[src/rtl/data_memory_mc.sv]
// Multi-cycle byte-addressable data memory with sub-word loads/stores and fault reporting.
// Optional build macro DMEM_MISALIGN_TRAP_EN turns misaligned half/word accesses into faults.
module data_memory_mc #(
  parameter int DEPTH   = 16,
  parameter int LATENCY = 1
) (
  input  logic        clk,
  input  logic        rst_n,
  input  logic        req,
  input  logic        we,
  input  logic [1:0]  size,
  input  logic        unsigned_ld,
  input  logic [31:0] addr,
  input  logic [31:0] wdata,
  output logic        ready,
  output logic        ack,
  output logic [31:0] rdata,
  output logic        err
);

  localparam int AW = $clog2(DEPTH);
  localparam logic [3:0] CNT_INIT = 4'(LATENCY - 1);

  typedef enum logic [1:0] {IDLE, BUSY, RESP} state_t;

  state_t      state_reg;
  logic [3:0]  count_reg;
  logic        we_reg;
  logic        uns_reg;
  logic [1:0]  size_reg;
  logic [31:0] addr_reg;
  logic [31:0] wdata_reg;
  logic [31:0] word_reg;

  // Contents survive reset; only the power-up image is fixed.
  logic [31:0] mem [DEPTH] = '{0: 32'd5, 1: 32'd20, 2: 32'd12, 3: 32'd25, default: 32'd0};

  logic          accept;
  logic          commit;
  logic          out_of_range;
  logic          misalign;
  logic          fault;
  logic          store_en;
  logic [AW-1:0] widx_in;
  logic [AW-1:0] widx_reg;
  logic [3:0]    be;
  logic [31:0]   lane_data;
  logic [7:0]    ld_byte;
  logic [15:0]   ld_half;
  logic [31:0]   load_val;

  assign accept       = (state_reg == IDLE) && req;
  assign commit       = (state_reg == BUSY) && (count_reg == 4'd0);
  assign widx_in      = addr[AW+1:2];
  assign widx_reg     = addr_reg[AW+1:2];
  assign out_of_range = |addr_reg[31:AW+2];

`ifdef DMEM_MISALIGN_TRAP_EN
  assign misalign = ((size_reg == 2'b01) && addr_reg[0]) ||
                    (size_reg[1] && (addr_reg[1:0] != 2'b00));
`else
  assign misalign = 1'b0;
`endif

  assign fault    = out_of_range | misalign;
  assign store_en = commit && we_reg && !fault;

  // Per-lane byte enable and store data, with sub-word data replicated onto every lane.
  generate
    for (genvar gi = 0; gi < 4; gi++) begin : g_lane
      always_comb begin
        case (size_reg)
          2'b00: begin
            be[gi]              = (addr_reg[1:0] == 2'(gi));
            lane_data[gi*8 +: 8] = wdata_reg[7:0];
          end
          2'b01: begin
            be[gi]              = (addr_reg[1] == 1'(gi / 2));
            lane_data[gi*8 +: 8] = wdata_reg[(gi % 2)*8 +: 8];
          end
          default: begin
            be[gi]              = 1'b1;
            lane_data[gi*8 +: 8] = wdata_reg[gi*8 +: 8];
          end
        endcase
      end
    end
  endgenerate

  assign ld_byte = word_reg[{addr_reg[1:0], 3'b000} +: 8];
  assign ld_half = addr_reg[1] ? word_reg[31:16] : word_reg[15:0];

  always_comb begin
    load_val = word_reg;
    case (size_reg)
      2'b00:   load_val = {{24{~uns_reg & ld_byte[7]}}, ld_byte};
      2'b01:   load_val = {{16{~uns_reg & ld_half[15]}}, ld_half};
      default: load_val = word_reg;
    endcase
  end

  // Read is registered at acceptance; only one access is ever in flight, so it stays fresh.
  always_ff @(posedge clk) begin
    if (store_en) begin
      for (int li = 0; li < 4; li++) begin
        if (be[li]) mem[widx_reg][li*8 +: 8] <= lane_data[li*8 +: 8];
      end
    end
    if (accept) word_reg <= mem[widx_in];
  end

  always_ff @(posedge clk or negedge rst_n) begin
    if (!rst_n) begin
      state_reg <= IDLE;
      count_reg <= 4'd0;
      ready     <= 1'b1;
      ack       <= 1'b0;
      err       <= 1'b0;
      rdata     <= 32'd0;
      we_reg    <= 1'b0;
      uns_reg   <= 1'b0;
      size_reg  <= 2'b00;
      addr_reg  <= 32'd0;
      wdata_reg <= 32'd0;
    end else begin
      case (state_reg)
        IDLE: begin
          ack   <= 1'b0;
          err   <= 1'b0;
          rdata <= 32'd0;
          if (req) begin
            we_reg    <= we;
            uns_reg   <= unsigned_ld;
            size_reg  <= size;
            addr_reg  <= addr;
            wdata_reg <= wdata;
            count_reg <= CNT_INIT;
            ready     <= 1'b0;
            state_reg <= BUSY;
          end
        end
        BUSY: begin
          if (count_reg == 4'd0) begin
            ack       <= 1'b1;
            err       <= fault;
            rdata     <= (fault || we_reg) ? 32'd0 : load_val;
            state_reg <= RESP;
          end else begin
            count_reg <= count_reg - 4'd1;
          end
        end
        RESP: begin
          ack       <= 1'b0;
          err       <= 1'b0;
          rdata     <= 32'd0;
          ready     <= 1'b1;
          state_reg <= IDLE;
        end
        default: begin
          ack       <= 1'b0;
          err       <= 1'b0;
          rdata     <= 32'd0;
          ready     <= 1'b1;
          state_reg <= IDLE;
        end
      endcase
    end
  end

endmodule

[config.mk]
export PLATFORM = sky130hd
export DESIGN_NAME = data_memory_mc
export DESIGN_NICKNAME = d
export VERILOG_FILES = /design/src/rtl/data_memory_mc.sv
export SDC_FILE = /design/constraint.sdc
export NUM_CORES = 1
export LEC_CHECK = 0
export CORE_ASPECT_RATIO = 0.75
export CORE_UTILIZATION = 35
export DETAILED_ROUTE_END_ITERATION = 16
export DONT_BUFFER_PORTS = 1
export SLEW_MARGIN = 25
export SYNTH_ARGS = -nofsm -noshare
export SYNTH_HDL_FRONTEND = slang
export SYNTH_SLANG_ARGS = --single-unit
[constraint.sdc]
create_clock -name clk -period 3.1 [get_ports clk]
set_input_delay 0.31 -clock clk [delete_from_list [all_inputs] [get_ports clk]]
set_output_delay 0.31 -clock clk [all_outputs]
set_load 0.02 [all_outputs]
### Yosys cells after proc, flatten, opt, wreduce, memory -nomap -nowiden

Memory sizes are Yosys's and may differ from the RTL's. A register that Yosys moved wholly into a read port is not among the register bits.
Cells that the tools add are included.

| storage, ports and cells | value |
|---|---|
| register bits | 109 |
| bits in latches | 0 |
| RAM bits | 512 |
| ROM bits | 0 |
| bits of input ports | 71 |
| output and inout bits | 35 |
| word-level logic and storage cells | 80 |
| memories | 1 |

Memories:

| name | words | bits a word | read ports | clocked after memory_dff | wr ports | line | RTL |
|---|---|---|---|---|---|---|---|
| mem | 16 | 32 | 1 | 1 | 1 | 36 | `logic [31:0] mem [DEPTH] = '{0: 32'd5, 1: 32'd20, 2: 32'd12, 3: 32'd25, default: 32'd0};` |

| cells by class | value |
|---|---|
| $add $sub $neg | 1 |
| multiply operators | 0 |
| div/mod/pow operators | 0 |
| $lt $le $gt $ge | 0 |
| equal/unequal tests | 8 |
| shift-type cells | 1 |
| mux-type cells | 36 |
| bitwise operators | 5 |
| reduce and logical (&&, ||, !) cells | 17 |

Operators with widths:

| cell | number |
|---|---|
| $mux W32 | 3 |
| $pmux W32 S2 | 1 |
| $shiftx A32 B6 Y8 | 1 |
| $reduce_or A26 Y1 | 1 |
| $mux W1 | 17 |
| $mux W16 | 1 |
| $mux W8 | 2 |
| $pmux W8 S2 | 1 |
| $pmux W1 S2 | 5 |
| $mux W4 | 2 |
| $pmux W4 S2 | 1 |
| $eq A2 B1 Y1 const B | 3 |
| $logic_not A2 Y1 | 3 |
| $reduce_and A2 Y1 | 3 |
| $eq A2 B2 Y1 const B | 2 |
| $logic_and A1 B1 Y1 | 4 |
| $logic_not A4 Y1 | 1 |
| $mux W2 | 2 |
| $ne A2 B2 Y1 const B | 2 |
| $pmux W2 S2 | 1 |
| $sub A4 B1 Y4 const B | 1 |
| $not A1 Y1 | 3 |
| $reduce_and A3 Y1 | 1 |
| $and A1 B1 Y1 | 2 |
| other kinds (5) | 5 |

### Longest topological paths before layout

| logic depth | value |
|---|---|
| depth in word-level cells | 6 |
| mapped depth | 9 |
| mapped depth without buffers | 6 |

### Least setup slack after synthesis

Ideal clock, no wire load.

| path | value |
|---|---|
| path type | register -> register |
| start | reg count_reg[0] |
| end | mem mem[12][0] (enable) |
| setup time | 0.370 ns |
| data arrival time | 2.060 ns |
| data required time | 2.730 ns |
| setup slack | 0.670 ns |
| cell stages (with the launch flop) | 8 |
| path buffers | 1 |
| clock period less this slack | 2.430 ns |
| cells stage by stage | dfrtp_1 -> inv_1 -> ha_1 -> or3b_1 -> buf_2 -> nor4_1 -> nand3_1 -> nor2_1 |

| on the way | value |
|---|---|
| longest elaborated chain between the ends | 6 |

Ends and longest elaborated chain:

| what | line | RTL |
|---|---|---|
| start, declared | 27 | `logic [3:0] count_reg;` |
| start signal, assigned | 149 | `count_reg <= count_reg - 4'd1;` |
| $logic_not A4 Y1 | 53 | `assign commit = (state_reg == BUSY) && (count_reg == 4'd0);` |
| $logic_and A1 B1 Y1 | 53 |  |
| $logic_and A1 B1 Y1 (2 in series) | 66 | `assign store_en = commit && we_reg && !fault;` |
| $mux W1 | 104 | `if (store_en) begin` |
| $mux W1 (not written as such) | 106 | `if (be[li]) mem[widx_reg][li*8 +: 8] <= lane_data[li*8 +: 8];` |
| end, declared | 36 |  |

Every way passes these cells.

### Worst setup path after layout

| path | value |
|---|---|
| start | reg count_reg[0] |
| end | mem mem[3][26] (enable) |

The elaborated chain is that of the path after synthesis.

==> flow_metrics.env <==
export IMPL_top_register="mem"
export IMPL_antenna_found_initial=8
export IMPL_worstHoldStart="addr[5]"
export IMPL_via_count=14000
export IMPL_fp_row_count=85
export IMPL_dr_pass1_iters=11
export IMPL_io_buffers=0
export IMPL_cp_data_arrival_time_ps=3200
export IMPL_synth_ff_type="edfxtp_1"
export IMPL_max_freq_mhz=348
export IMPL_place_inst=2365
export IMPL_path_class="reg -> reg"
export IMPL_vias_per_cell=5.49
export IMPL_max_cap_viol_count=0
export IMPL_grt_use_total_pct=18.6
export IMPL_use_met2_pct=26.5
export IMPL_tns_ps=0
export IMPL_wl_mm=69.0
export IMPL_worstReg2RegEnd="mem[3][26]"
export IMPL_fillers=6313
export IMPL_post_cts_buffers=0
export IMPL_postSynthCellCount=1390
export IMPL_min_path_type="in -> reg"
export IMPL_numCtsBuffers=58
export IMPL_rsz0062_at_grt="false"
export IMPL_clockBufferDepth=3
export IMPL_syn_area_um2=25700
export IMPL_clkLatencyLatePin_ps=630
export IMPL_ff2ff_path_depth=7
export IMPL_met1_usage_pct=28.3
export IMPL_post_cts_resized=0
export IMPL_diodes=0
export IMPL_root_buffer="clkbuf_16"
export IMPL_slew_viol_final=0
export IMPL_ir_drop_mv=0.415
export IMPL_largest_reg_flops=512
export IMPL_status="finished, violations left"
export IMPL_drive_gt1_share_pct=24.9
export IMPL_synth_edff_count=544
export IMPL_yosysUniqueCellTypes=42
export IMPL_clock_sinks=653
export IMPL_pwr_density_cell_nw_per_um2=690
export IMPL_r2r_start="count_reg[0]"
export IMPL_holdPathEnd="addr_reg[5]"
export IMPL_htree_levels=2
export IMPL_grt_pass1_wl_mm=99.7
export IMPL_start_kind="flop"
export IMPL_path_clk_slew_ps=70
export IMPL_yosysSeqAreaShare_pct=74.1
export IMPL_die_area_um2=74600
export IMPL_grt_pass1_vias=14000
export IMPL_nNetsFinal=1615
export IMPL_drc=18
export IMPL_die_h_um=237
export IMPL_end_kind="flop"
export IMPL_postLayoutCoreUtil_pct=41.7
export IMPL_design_area_um2=30100
export IMPL_dr_first_iter_drc_count=1725
export IMPL_path_max_fanout=10
export IMPL_cts_tree="yes"
export IMPL_wl_per_cell_um=27.1
export IMPL_syn_area_per_cell_um2=18.5
export IMPL_busiest_layer="met1"
export IMPL_grt_max_degree=130
export IMPL_overflow=0
export IMPL_fin_cells=2549
export IMPL_synthArstFlopShare_pct=16.7
export IMPL_r2r_slack_ps=220
export IMPL_start_util_pct=35.6
export IMPL_critPathRequiredTime_ps=3430
export IMPL_die_x_um=315
export IMPL_yosys_warnings=0
export IMPL_syn_nets=1463
export IMPL_final_hold_viol_count=0
export IMPL_gp_congestion=0.869
export IMPL_dpl_hpwl_mm=44.9
export IMPL_relSlewSlack_pct=40.0
export IMPL_core_um2=72200
export IMPL_setup_viol=0
export IMPL_yosys_register_bits=653
export IMPL_grtUsageMet3_pct=4.75
export IMPL_fin_crit_sh_pct=92.8
export IMPL_violations="DRC"
export IMPL_syn2layout_area_growth_pct=17.0
export IMPL_worst_clock_skew_ps=28.2
export IMPL_tightest_slew_ps=900
export IMPL_leakagePower_nw=10.5
export IMPL_place_area_um2=27300
export IMPL_io_pins=106
export IMPL_antenna_left=0
export IMPL_min_period_ps=2880
export IMPL_whs_path_depth=3
-- metrics by stage --
stage	hold WS [ps]	power, mW	worst slack (ps)
after detailed placement	18.0	13.3	297
after floorplan	14.4	12.2	670
after CTS	5.56	20.9	286
after global placement	17.5	13.3	367
final	42.8	20.8	223
after global routing	18.0	21.4	109
-- worst max-delay path, cell delays in order, from the launching register on --
cell and delay [ps]:
dfrtp_1 410, inv_1 90, ha_1 130, or3b_1 600, nor4_2 470, nand2_1 430, nor2_1 220, buf_4 220
-- synth_stat cells (all sizes together) (3+ instances only) --
| master | number | area, um^2 |
|---|---|---|
| mux4 | 161 | 3630 |
| nor4 | 10 | 81.3 |
| mux2i | 15 | 150 |
| o22ai | 7 | 43.8 |
| nand2b | 5 | 31.3 |
| nor2 | 81 | 307 |
| edfxtp | 544 | 16300 |
| o211ai | 4 | 30.0 |
| a32o | 17 | 170 |
| clkbuf | 45 | 170 |
| dfrtp | 108 | 2700 |
| o21ai | 13 | 65.1 |
| a21o | 17 | 128 |
| inv | 7 | 26.3 |
| mux2 | 19 | 214 |
| buf | 40 | 240 |
| a22o | 16 | 140 |
| a21oi | 3 | 15.0 |
| nand3 | 8 | 40.0 |
| nand2 | 227 | 852 |
| nor2b | 12 | 75.1 |
| a221o | 7 | 70.1 |
| a221oi | 7 | 61.3 |
-- how the worst max path moves through the flow --
stage | startpoint | to | slack (ps) | depth (start not counted)
6_report | count_reg[0] | mem[3][26] | 220 | 7
5_1_grt | count_reg[0] | mem[2][23] | 110 | 7
4_1_cts | count_reg[0] | mem[2][19] | 290 | 7
3_5_place_dp | count_reg[0] | mem[2][17] | 300 | 7
3_3_place_gp | count_reg[0] | mem[2][22] | 370 | 7
2_1_floorplan | count_reg[0] | mem[12][0] | 670 | 7
-- layout make-up --
type	count	area, um^2	area share, %
clock inverters	29	259	0.860
multi-input cells	645	6240	20.7
well taps	957	1200	3.98
flip-flops and latches	653	19100	63.3
clock buffers	81	1730	5.76
inverters	7	28.8	0.0956
repair buffers	177	1580	5.24
-- placed cells by master, fill, tap and decap left out, drive strengths merged, types with 3 or more instances in the layout --
cell type,count
a21o,17
a21oi,3
a221o,7
a221oi,7
a22o,16
a32o,17
buf,106
bufinv,3
clkbuf,81
clkinv,18
dfrtp,108
dlygate4sd3,71
edfxtp,544
inv,13
mux2,19
mux2i,15
mux4,161
nand2,227
nand2b,5
nand3,8
nor2,81
nor2b,12
nor4,10
o211ai,4
o21ai,13
o22ai,7
-- logic make-up after synthesis --
logic type | synth area share, %
buf+inv | 1.70
compound gates | 2.89
fa+ha+maj | 0.0972
flops | 74.1
mux | 15.5
simple gates | 5.68
xor+xnor | 0.0681
-- layer usage --
| metal | share of wire, % | vias up |
|---|---|---|
| met3 | 10 | 94 |
| met5 | 0.046 | - |
| met1 | 45 | 7415 |
| li1 | - | 5770 |
| met2 | 43 | 708 |
| met4 | 1.9 | 4 |
-- report_power, final --
part / internal (mW) / leakage, nW / total [mW] / switching (mW)
combinational: 0.797 / 3.13 / 2.45 / 1.65
clock: 4.19 / 0.991 / 7.45 / 3.26
sequential: 10.4 / 6.34 / 10.9 / 0.442
-- what timing repair did --
action / CTS / global route
endpoints found under the hold margin: 207 / 0
hold buffers: 74 / 0
endpoints found under the setup margin: 0 / 0
No activity file was read; power rests on OpenSTA's default activity.
